## src/rtl/mem_arb_pkg.sv

```systemverilog
// Shared types and parameter-range checks for the fetch/load-store memory arbiter.
// The range checks are used by the RTL at elaboration and by the testbench.
package mem_arb_pkg;

  typedef enum logic [1:0] {
    IDLE,
    ISSUE,
    RESP
  } state_e;

  typedef enum logic {
    OWN_I,
    OWN_D
  } owner_e;

  function automatic bit max_consec_ok(input int v);
    return v >= 1;
  endfunction

  function automatic bit timeout_ok(input int v);
    return v >= 0;
  endfunction

endpackage

```

## src/rtl/mem_arb_timer.sv

```systemverilog
// Access watchdog: counts ISSUE cycles without an ack and flags the terminal count.
// With TIMEOUT=0 the watchdog is absent and tc_o never fires.
module mem_arb_timer #(
  parameter int TIMEOUT = 64
) (
  input  logic clk_i,
  input  logic rst_i,
  input  logic clr_i,
  input  logic en_i,
  output logic tc_o
);

  if (TIMEOUT == 0) begin : g_off
    logic unused_tie;
    assign unused_tie = ^{clk_i, rst_i, clr_i, en_i};
    assign tc_o       = 1'b0;
  end else begin : g_on
    localparam int CW = $clog2(TIMEOUT + 1);

    logic [CW-1:0] cnt_q, cnt_d;

    always_comb begin
      cnt_d = cnt_q;
      if (clr_i) begin
        cnt_d = '0;
      end else if (en_i) begin
        cnt_d = cnt_q + 1'b1;
      end
    end

    always_ff @(posedge clk_i or posedge rst_i) begin
      if (rst_i) begin
        cnt_q <= '0;
      end else begin
        cnt_q <= cnt_d;
      end
    end

    // Fires on the last permitted cycle so the abort edge lands after exactly TIMEOUT cycles.
    assign tc_o = (cnt_q == CW'(TIMEOUT - 1));
  end

endmodule

```

## src/rtl/mem_arbiter.sv

```systemverilog
// Single-port memory arbiter between the instruction-fetch port and the load/store port.
// One access at a time; data has priority but fetch is guaranteed a grant after MAX_CONSEC data grants.
module mem_arbiter
  import mem_arb_pkg::*;
#(
  parameter int ADDR_W     = 32,
  parameter int DATA_W     = 32,
  parameter int MAX_CONSEC = 4,
  parameter int TIMEOUT    = 64
) (
  input  logic                clk,
  input  logic                reset,
  input  logic                i_req,
  input  logic [ADDR_W-1:0]   i_addr,
  output logic                i_done,
  output logic [DATA_W-1:0]   i_rdata,
  input  logic                d_req,
  input  logic                d_we,
  input  logic [ADDR_W-1:0]   d_addr,
  input  logic [DATA_W-1:0]   d_wdata,
  input  logic [DATA_W/8-1:0] d_be,
  output logic                d_done,
  output logic [DATA_W-1:0]   d_rdata,
  output logic                err,
  output logic                mem_req,
  output logic                mem_we,
  output logic [ADDR_W-1:0]   mem_addr,
  output logic [DATA_W-1:0]   mem_wdata,
  output logic [DATA_W/8-1:0] mem_be,
  input  logic                mem_ack,
  input  logic [DATA_W-1:0]   mem_rdata
);

  localparam int BE_W = DATA_W / 8;
  localparam int SW   = $clog2(MAX_CONSEC + 1);

  if (!max_consec_ok(MAX_CONSEC)) begin : g_bad_max_consec
    $error("mem_arbiter: MAX_CONSEC must be >= 1");
  end
  if (!timeout_ok(TIMEOUT)) begin : g_bad_timeout
    $error("mem_arbiter: TIMEOUT must be >= 0");
  end

  state_e            state_q, state_d;
  owner_e            owner_q, owner_d;
  logic [SW-1:0]     starve_q, starve_d;
  logic              mem_req_q, mem_req_d;
  logic              mem_we_q, mem_we_d;
  logic [ADDR_W-1:0] mem_addr_q, mem_addr_d;
  logic [DATA_W-1:0] mem_wdata_q, mem_wdata_d;
  logic [BE_W-1:0]   mem_be_q, mem_be_d;
  logic [DATA_W-1:0] i_rdata_q, i_rdata_d;
  logic [DATA_W-1:0] d_rdata_q, d_rdata_d;
  logic              i_done_q, i_done_d;
  logic              d_done_q, d_done_d;
  logic              err_q, err_d;

  logic tmr_tc;
  logic abort;
  logic any_req;
  logic fetch_wins;
  logic finish;

  mem_arb_timer #(
    .TIMEOUT(TIMEOUT)
  ) u_timer (
    .clk_i(clk),
    .rst_i(reset),
    .clr_i(state_q == IDLE),
    .en_i (state_q == ISSUE && !mem_ack),
    .tc_o (tmr_tc)
  );

  // A same-cycle ack beats the timeout.
  assign abort      = tmr_tc & ~mem_ack;
  assign finish     = mem_ack | abort;
  assign any_req    = i_req | d_req;
  assign fetch_wins = ~d_req | (starve_q == SW'(MAX_CONSEC));

  always_ff @(posedge clk or posedge reset) begin
    if (reset) begin
      state_q <= IDLE;
    end else begin
      state_q <= state_d;
    end
  end

  always_comb begin
    state_d = state_q;
    case (state_q)
      IDLE:    if (any_req) state_d = ISSUE;
      ISSUE:   if (finish)  state_d = RESP;
      RESP:    state_d = IDLE;
      default: state_d = IDLE;
    endcase
  end

  always_comb begin
    owner_d     = owner_q;
    starve_d    = starve_q;
    mem_req_d   = mem_req_q;
    mem_we_d    = mem_we_q;
    mem_addr_d  = mem_addr_q;
    mem_wdata_d = mem_wdata_q;
    mem_be_d    = mem_be_q;
    i_rdata_d   = i_rdata_q;
    d_rdata_d   = d_rdata_q;
    i_done_d    = 1'b0;
    d_done_d    = 1'b0;
    err_d       = 1'b0;
    case (state_q)
      IDLE: begin
        if (!i_req) starve_d = '0;
        if (any_req) begin
          mem_req_d = 1'b1;
          if (fetch_wins) begin
            owner_d    = OWN_I;
            starve_d   = '0;
            mem_we_d   = 1'b0;
            mem_addr_d = i_addr;
            mem_be_d   = '1;
          end else begin
            owner_d     = OWN_D;
            mem_we_d    = d_we;
            mem_addr_d  = d_addr;
            mem_wdata_d = d_wdata;
            mem_be_d    = d_be;
            if (i_req && starve_q != SW'(MAX_CONSEC)) starve_d = starve_q + 1'b1;
          end
        end
      end
      ISSUE: begin
        if (finish) begin
          mem_req_d = 1'b0;
          err_d     = abort;
          if (owner_q == OWN_I) begin
            i_done_d  = 1'b1;
            i_rdata_d = mem_ack ? mem_rdata : '0;
          end else begin
            d_done_d  = 1'b1;
            d_rdata_d = mem_ack ? mem_rdata : '0;
          end
        end
      end
      default: ;
    endcase
  end

  always_ff @(posedge clk or posedge reset) begin
    if (reset) begin
      owner_q     <= OWN_I;
      starve_q    <= '0;
      mem_req_q   <= 1'b0;
      mem_we_q    <= 1'b0;
      mem_addr_q  <= '0;
      mem_wdata_q <= '0;
      mem_be_q    <= '0;
      i_rdata_q   <= '0;
      d_rdata_q   <= '0;
      i_done_q    <= 1'b0;
      d_done_q    <= 1'b0;
      err_q       <= 1'b0;
    end else begin
      owner_q     <= owner_d;
      starve_q    <= starve_d;
      mem_req_q   <= mem_req_d;
      mem_we_q    <= mem_we_d;
      mem_addr_q  <= mem_addr_d;
      mem_wdata_q <= mem_wdata_d;
      mem_be_q    <= mem_be_d;
      i_rdata_q   <= i_rdata_d;
      d_rdata_q   <= d_rdata_d;
      i_done_q    <= i_done_d;
      d_done_q    <= d_done_d;
      err_q       <= err_d;
    end
  end

  assign mem_req   = mem_req_q;
  assign mem_we    = mem_we_q;
  assign mem_addr  = mem_addr_q;
  assign mem_wdata = mem_wdata_q;
  assign mem_be    = mem_be_q;
  assign i_rdata   = i_rdata_q;
  assign d_rdata   = d_rdata_q;
  assign i_done    = i_done_q;
  assign d_done    = d_done_q;
  assign err       = err_q;

endmodule

```

## config.mk

```make
export PLATFORM = sky130hd
export DESIGN_NAME = mem_arbiter
export DESIGN_NICKNAME = d
export VERILOG_FILES = /design/src/rtl/mem_arb_pkg.sv /design/src/rtl/mem_arb_timer.sv /design/src/rtl/mem_arbiter.sv
export SDC_FILE = /design/constraint.sdc
export NUM_CORES = 1
export LEC_CHECK = 0
export CAP_MARGIN = 20
export CORE_MARGIN = 2
export CORE_UTILIZATION = 42
export DETAILED_ROUTE_END_ITERATION = 10
export HOLD_SLACK_MARGIN = 0.06
export PLACE_DENSITY = 0.8
export SYNTH_ARGS = -nofsm -noshare
export SYNTH_HDL_FRONTEND = slang
export SYNTH_HIERARCHICAL = 1
export SYNTH_SLANG_ARGS = --single-unit
```

## constraint.sdc

```tcl
create_clock -name clk -period 5.5 [get_ports clk]
set_input_delay 1.1 -clock clk [delete_from_list [all_inputs] [get_ports clk]]
set_output_delay 1.1 -clock clk [all_outputs]
set_load 0.02 [all_outputs]
```

### After elaboration in Yosys (flattened, before gate mapping)

Cells that the tools add are included.

| word-level totals | value |
|---|---|
| bits of input ports | 138 |
| bits in registers | 150 |
| RAM bits | 0 |
| output and inout bits | 137 |
| logic and storage cells | 67 |
| ROM bits | 0 |
| latch bits | 0 |
| memories kept | 0 |

| cells by class | value |
|---|---|
| reduce and logical (&&, ||, !) cells | 12 |
| bitwise operators | 8 |
| shifts and indexed selects | 0 |
| magnitude comparators | 0 |
| equality and inequality tests | 6 |
| divide/modulo/power cells | 0 |
| multipliers | 0 |
| add/sub/neg operators | 2 |
| muxes and demuxes | 25 |

Operators by type and width:

| cell | count |
|---|---|
| 32-bit 2-to-1 mux | 2 |
| 7-bit 2-to-1 mux | 2 |
| 1-bit 2-to-1 mux | 12 |
| 3-bit 2-to-1 mux | 4 |
| 3-bit AND reduction | 4 |
| 7-bit by 1-bit adder with 7-bit output (second input constant) | 1 |
| 7-bit by 6-bit equality test with 1-bit output (second input constant) | 1 |
| 2-bit 2-to-1 mux | 2 |
| 4-bit 2-to-1 mux | 1 |
| 2-bit inequality test (second input constant) | 2 |
| 1-bit inverter | 4 |
| 2-bit case mux with 2 select lines | 1 |
| 2-bit AND reduction | 2 |
| 2-bit nonzero test | 2 |
| 3-bit by 1-bit adder with 3-bit output (second input constant) | 1 |
| 3-bit equality test (second input constant) | 1 |
| 3-bit inequality test (second input constant) | 1 |
| 1-bit OR | 3 |
| 2-bit by 1-bit equality test with 1-bit output (second input constant) | 1 |
| 1-bit logical AND | 2 |
| 2-bit zero test | 1 |
| 1-bit case mux with 2 select lines | 1 |
| 1-bit bitwise AND | 1 |
| 1-bit zero test | 1 |

### Logic depth before layout (Yosys ltp)

| depth | value |
|---|---|
| depth in word-level cells | 5 |
| gate-level depth with buffers | 6 |
| gate-level depth less buffers | 5 |

### Cells and area by module

The synthesis kept the hierarchy.

Modules (own cells, without submodules):

| module | seq. area each (µm²) | times used | cells each | area each (µm²) |
|---|---|---|---|---|
| mem_arbiter | 3,578.4 | 1 | 469 | 5,924.4 |
| mem_arb_timer | 175.2 | 1 | 31 | 327.8 |

### Least setup slack after synthesis

OpenSTA, ideal clock, no wires.

| path | value |
|---|---|
| kind | input to register |
| from | input mem_ack |
| to | register u_timer.g_on.cnt_q[5] |
| arrival | 2.167 ns |
| stages on the path | 5 |
| library setup time | 0.081 ns |
| setup slack | 3.252 ns |
| required time | 5.419 ns |
| path buffers | 1 |
| path through | clkbuf_1 nor2_1 nand4_2 or3_1 a21oi_1 |

| between the ends | value |
|---|---|
| word-level cells in the longest chain between the ends | 3 |

Ends and longest elaborated chain:

| what | RTL line | text |
|---|---|---|
| from (decl) | mem_arbiter.sv:30 | `input logic mem_ack,` |
| 1-bit zero test | mem_arbiter.sv:70 | `.en_i (state_q == ISSUE && !mem_ack),` |
| 1-bit logical AND | mem_arbiter.sv:70 |  |
| 2-bit nonzero test (no source line) | -- |  |
| to (signal assigned) | mem_arb_timer.sv:35 | `cnt_q <= cnt_d;` |
| to (decl) | mem_arb_timer.sv:20 | `logic [CW-1:0] cnt_q, cnt_d;` |

No other way between the ends.
A chain may end at the register's enable or synchronous reset.

### Worst setup path after layout

| path | value |
|---|---|
| from | input d_req |
| to | register mem_wdata_q[0] (netlist: mem_wdata[0]) |

| between the ends | value |
|---|---|
| word-level cells in the longest chain between the ends | 4 |
| elaborated cells on any way between the ends | 5 |
| those cells by class | bitwise (4); reduce/logical (1) |

Ends and longest elaborated chain:

| what | RTL line | text |
|---|---|---|
| from (decl) | mem_arbiter.sv:17 | `input logic d_req,` |
| 1-bit inverter | mem_arbiter.sv:78 | `assign fetch_wins = ~d_req \| (starve_q == SW'(MAX_CONSEC));` |
| 1-bit OR | mem_arbiter.sv:78 |  |
| 1-bit inverter (no source line) | -- |  |
| 3-bit AND reduction (no source line) * | -- |  |
| to (signal assigned) | mem_arbiter.sv:169 | `mem_wdata_q <= mem_wdata_d;` |
| to (decl) | mem_arbiter.sv:50 | `logic [DATA_W-1:0] mem_wdata_q, mem_wdata_d;` |

Every way passes the cells marked *; elsewhere a longest branch is shown, timed or not.

==> key figures <==
Status
  – Outcome: complete, no violations

Power and ir drop
  – Pwr Density: 596 mW/mm2
  – Leakage: approximately 4.1 nW
  – VDD IR-drop max: between 0.3 and 0.4 mV

Timing
  – Worst-margin pin slew: between 900 and 1000 ps
  – Final Hold Viols: 0
  – Final Hold Slack: slightly below 500 ps
  – Clk_skew: roughly 4.8 ps
  – RSZ-0062 raised after global routing: no
  – Final min period: 3300 ps
  – Fmax: 303 MHz
  – Final max-slew violation count: 0
  – TNS Setup: 0 ps
  – Slew HR: 0.340
  – Final setup vio count: 0
  – Period utilization: 0.600

Logic synthesis
  – Synthesis warning total: 6
  – Seq/Total Area, Yosys: 0.600
  – Post-synth top cells: dfrtp_1 (150), mux2_2 (93), nand2_1 (70)
  – Synth top area cells: dfrtp_1 (60%), mux2_2 (17%), nand2_1 (4.2%), and2_1 (3.4%), a31oi_1 (3.2%)
  – Post-Syn Area per Cell: around 13 um2
  – Distinct cell type count after synthesis: 33
  – Count leader, synth: dfrtp_1
  – Syn_nets: about 640
  – Most used flip-flop cell after synthesis: dfrtp_1
  – Ys async rst share: 1.00
  – Number of enable flip-flop cells after synthesis: 0
  – Yosys top cell by area: dfrtp_1
  – Yosys top cell area share: 0.600
  – Post-Synthesis Cells: 500
  – Flops & latches, synth: 150
  – Synthesized cell area: 0.00625 mm2

Hold path
  – Hold path startpoint: mem_be[3]$_DFFE_PP0P_
  – Hold depth: 1
  – Min-delay worst type: register to register
  – Min-Delay Endpoint: mem_be[3]$_DFFE_PP0P_

Setup path
  – R2R setup slack: ~2700 ps
  – Critical path capture point type: register
  – Worst Setup Start Kind: input pin
  – Crit Path Class: input pin to register
  – Critical path data required time: 5790 ps
  – CP Cell Sequence: clkdlybuf4s50_1 -> a21boi_4 -> nand2_2 -> mux2_1
  – CP max-delay cell: a21boi_4
  – Critical R2R Capture: mem_wdata[0]$_DFFE_PP0P_
  – Critical path peak fanout: 37
  – R2r worst-path depth: 5
  – Worst r2r src: starve_q[0]$_DFFE_PP0P_
  – Max stage delay on crit path: between 700 and 800 ps
  – Arrival time worst endpoint: 3590 ps

Placement
  – DP HPWL: ~12000 um
  – Number of port buffers: around 270
  – Area post-placement: just over 0.009 mm2
  – Routability cong.: roughly 0.81
  – Placed cells: 932

Floorplanning
  – Starting density of the core: 0.430
  – Die X: approximately 130 um
  – Std-Cell Rows: 44
  – Die area: 0.0159 mm2
  – I/O pin cnt: approximately 280
  – CORE AREA: between 0.01 and 0.015 mm2
  – Die H: about 130 um

Finish
  – Post-route cell area: just under 0.01 mm2
  – Final net count: 909
  – Share of layout cells above drive strength 1: 0.178
  – Syn-to-layout area delta: 56.1%
  – Non-Filler Instances: 965
  – # diodes: 0
  – Fill cell count: 1079
  – Final core occ: 0.671

Route
  – Pre-antenna DRT Iters: 4
  – Final ANT Viol Nets: 0
  – DRT iter0 DRCs: approximately 190
  – Total Wirelength: about 16000 um
  – Routed wire per std cell: approximately 17 um
  – Remaining DRCs: 0
  – Via-per-instance ratio: around 5
  – Via count: approximately 4.9k

CTS
  – H-tree Lvls: 4
  – CTS tree: yes
  – Sink Count: 150
  – Setup repair bufs after CTS: 0
  – Post-CTS sizing: 0
  – Clock Path Buffers: 2
  – Root Driver: clkbuf_16
  – Num CTS Buffers: 17
  – # hold bufs at CTS: 0
  – CTS clk-pin slew, worst paths: ~60 ps
  – Clk Latency, worst-skew pair: slightly above 400 ps

GRT
  – Grt total ovfl: 0
  – First-pass GRT wire length: approximately 26000 um
  – Total GRT Usage: 0.209
  – Initial antenna violation count: 0
  – Largest net degree at the start of global routing: about 110
  – Vias in the first global route: between 5k and 6k

Run
  – Max_cap viols: 0
-- state kept, by name (all words and copies together), names as in the netlist --
name                cells
d_rdata                32
i_rdata                32
mem_addr               32
mem_wdata              32
u_timer/g_on.cnt_q      7
mem_be                  4
starve_q                3
state_q                 2
d_done                  1
err                     1
i_done                  1
mem_req                 1
mem_we                  1
owner_q                 1
-- critical path: cells and delay by family --
kind                   cells  cell delay (ps)
AO/OA/AOI/OAI              1              750
multiplexers               1              520
buffers and inverters      1              490
AND/OR/NAND/NOR            1              700
-- where the power goes --
| group | switching [mW] | internal [mW] |
|---|---|---|
| registers | 0.290 | 1.61 |
| clock network | 0.465 | 0.780 |
| logic | 1.30 | 1.37 |
-- how the worst max path moves through the flow --
| stage | depth (start not counted) | slack [ps] | startpoint | end |
|---|---|---|---|---|
| floorplan | 1 | 560 | reset | d_done$_DFF_PP0_ |
| global placement | 4 | 1820 | i_req | mem_addr[11]$_DFFE_PP0P_ |
| detailed placement | 5 | 1740 | mem_ack | d_rdata[4]$_DFFE_PP0P_ |
| CTS | 5 | 2170 | mem_ack | i_rdata[19]$_DFFE_PP0P_ |
| global route | 4 | 2010 | d_req | mem_wdata[0]$_DFFE_PP0P_ |
| finish | 4 | 2200 | d_req | mem_wdata[0]$_DFFE_PP0P_ |
-- metrics by stage --
| stage | power (mW) | worst slack (ps) |
|---|---|---|
| final | 5.82 | 2200 |
| after global routing | 6.11 | 2010 |
| after CTS | 5.88 | 2170 |
| after detailed placement | 4.61 | 1740 |
| after global placement | 4.51 | 1820 |
| after floorplan | 3.30 | 562 |
-- layout make-up --
| class | instances | area [um2] | share of cell area |
|---|---|---|---|
| sequential | 150 | 3750 | 0.385 |
| timing repair buffer | 280 | 2820 | 0.289 |
| multi-input combinational | 314 | 2300 | 0.235 |
| clock buffer | 19 | 443 | 0.0454 |
| tap | 184 | 230 | 0.0236 |
| clock inverter | 13 | 195 | 0.0200 |
| inverter | 5 | 23.8 | 0.00244 |
-- placed cells by master, fill, tap and decap left out, drive strengths merged, types with 2 or more instances in the layout --
| cell | synthesis | routed |
|---|---|---|
| or3 | 2 | 2 |
| buf | 15 | 6 |
| clkinvlp | 0 | 2 |
| o22a | 4 | 4 |
| bufinv | 0 | 4 |
| clkinv | 0 | 3 |
| nand4 | 4 | 4 |
| mux2i | 2 | 2 |
| a31oi | 32 | 32 |
| a21oi | 34 | 34 |
| nand2 | 71 | 71 |
| ha | 3 | 3 |
| clkbuf | 16 | 19 |
| xor2 | 3 | 3 |
| mux2 | 96 | 96 |
| nor2 | 9 | 9 |
| and2 | 34 | 34 |
| nor3 | 3 | 3 |
| dfrtp | 150 | 150 |
| clkdlybuf4s50 | 0 | 274 |
| inv | 5 | 9 |
| o21ai | 7 | 7 |
-- layer usage --
layer | GRT usage | routed length [um] | vias to the layer above
met5 | 0 | 0 | -
met4 | 0.104 | 528 | 0
met3 | 0.0701 | 1340 | 39
met2 | 0.346 | 7860 | 224
met1 | 0.245 | 6610 | 2341
li1 | - | - | 2283
-- kinds of logic (layout without fill, tap and decap cells) --
kind of cell             count (synthesis)  in the layout  share of synthesized area
XOR/XNOR                                 4              4                    0.00560
flip-flops                             150            150                      0.600
adder cells (fa/ha/maj)                  3              3                    0.00600
AO/OA/AOI/OAI                           82             82                     0.0788
buffers and inverters                   36            317                     0.0336
multiplexers                            98             98                      0.176
AND/OR/NAND/NOR                        127            127                     0.0995
Note: power is estimated with default switching activity, not from simulation.
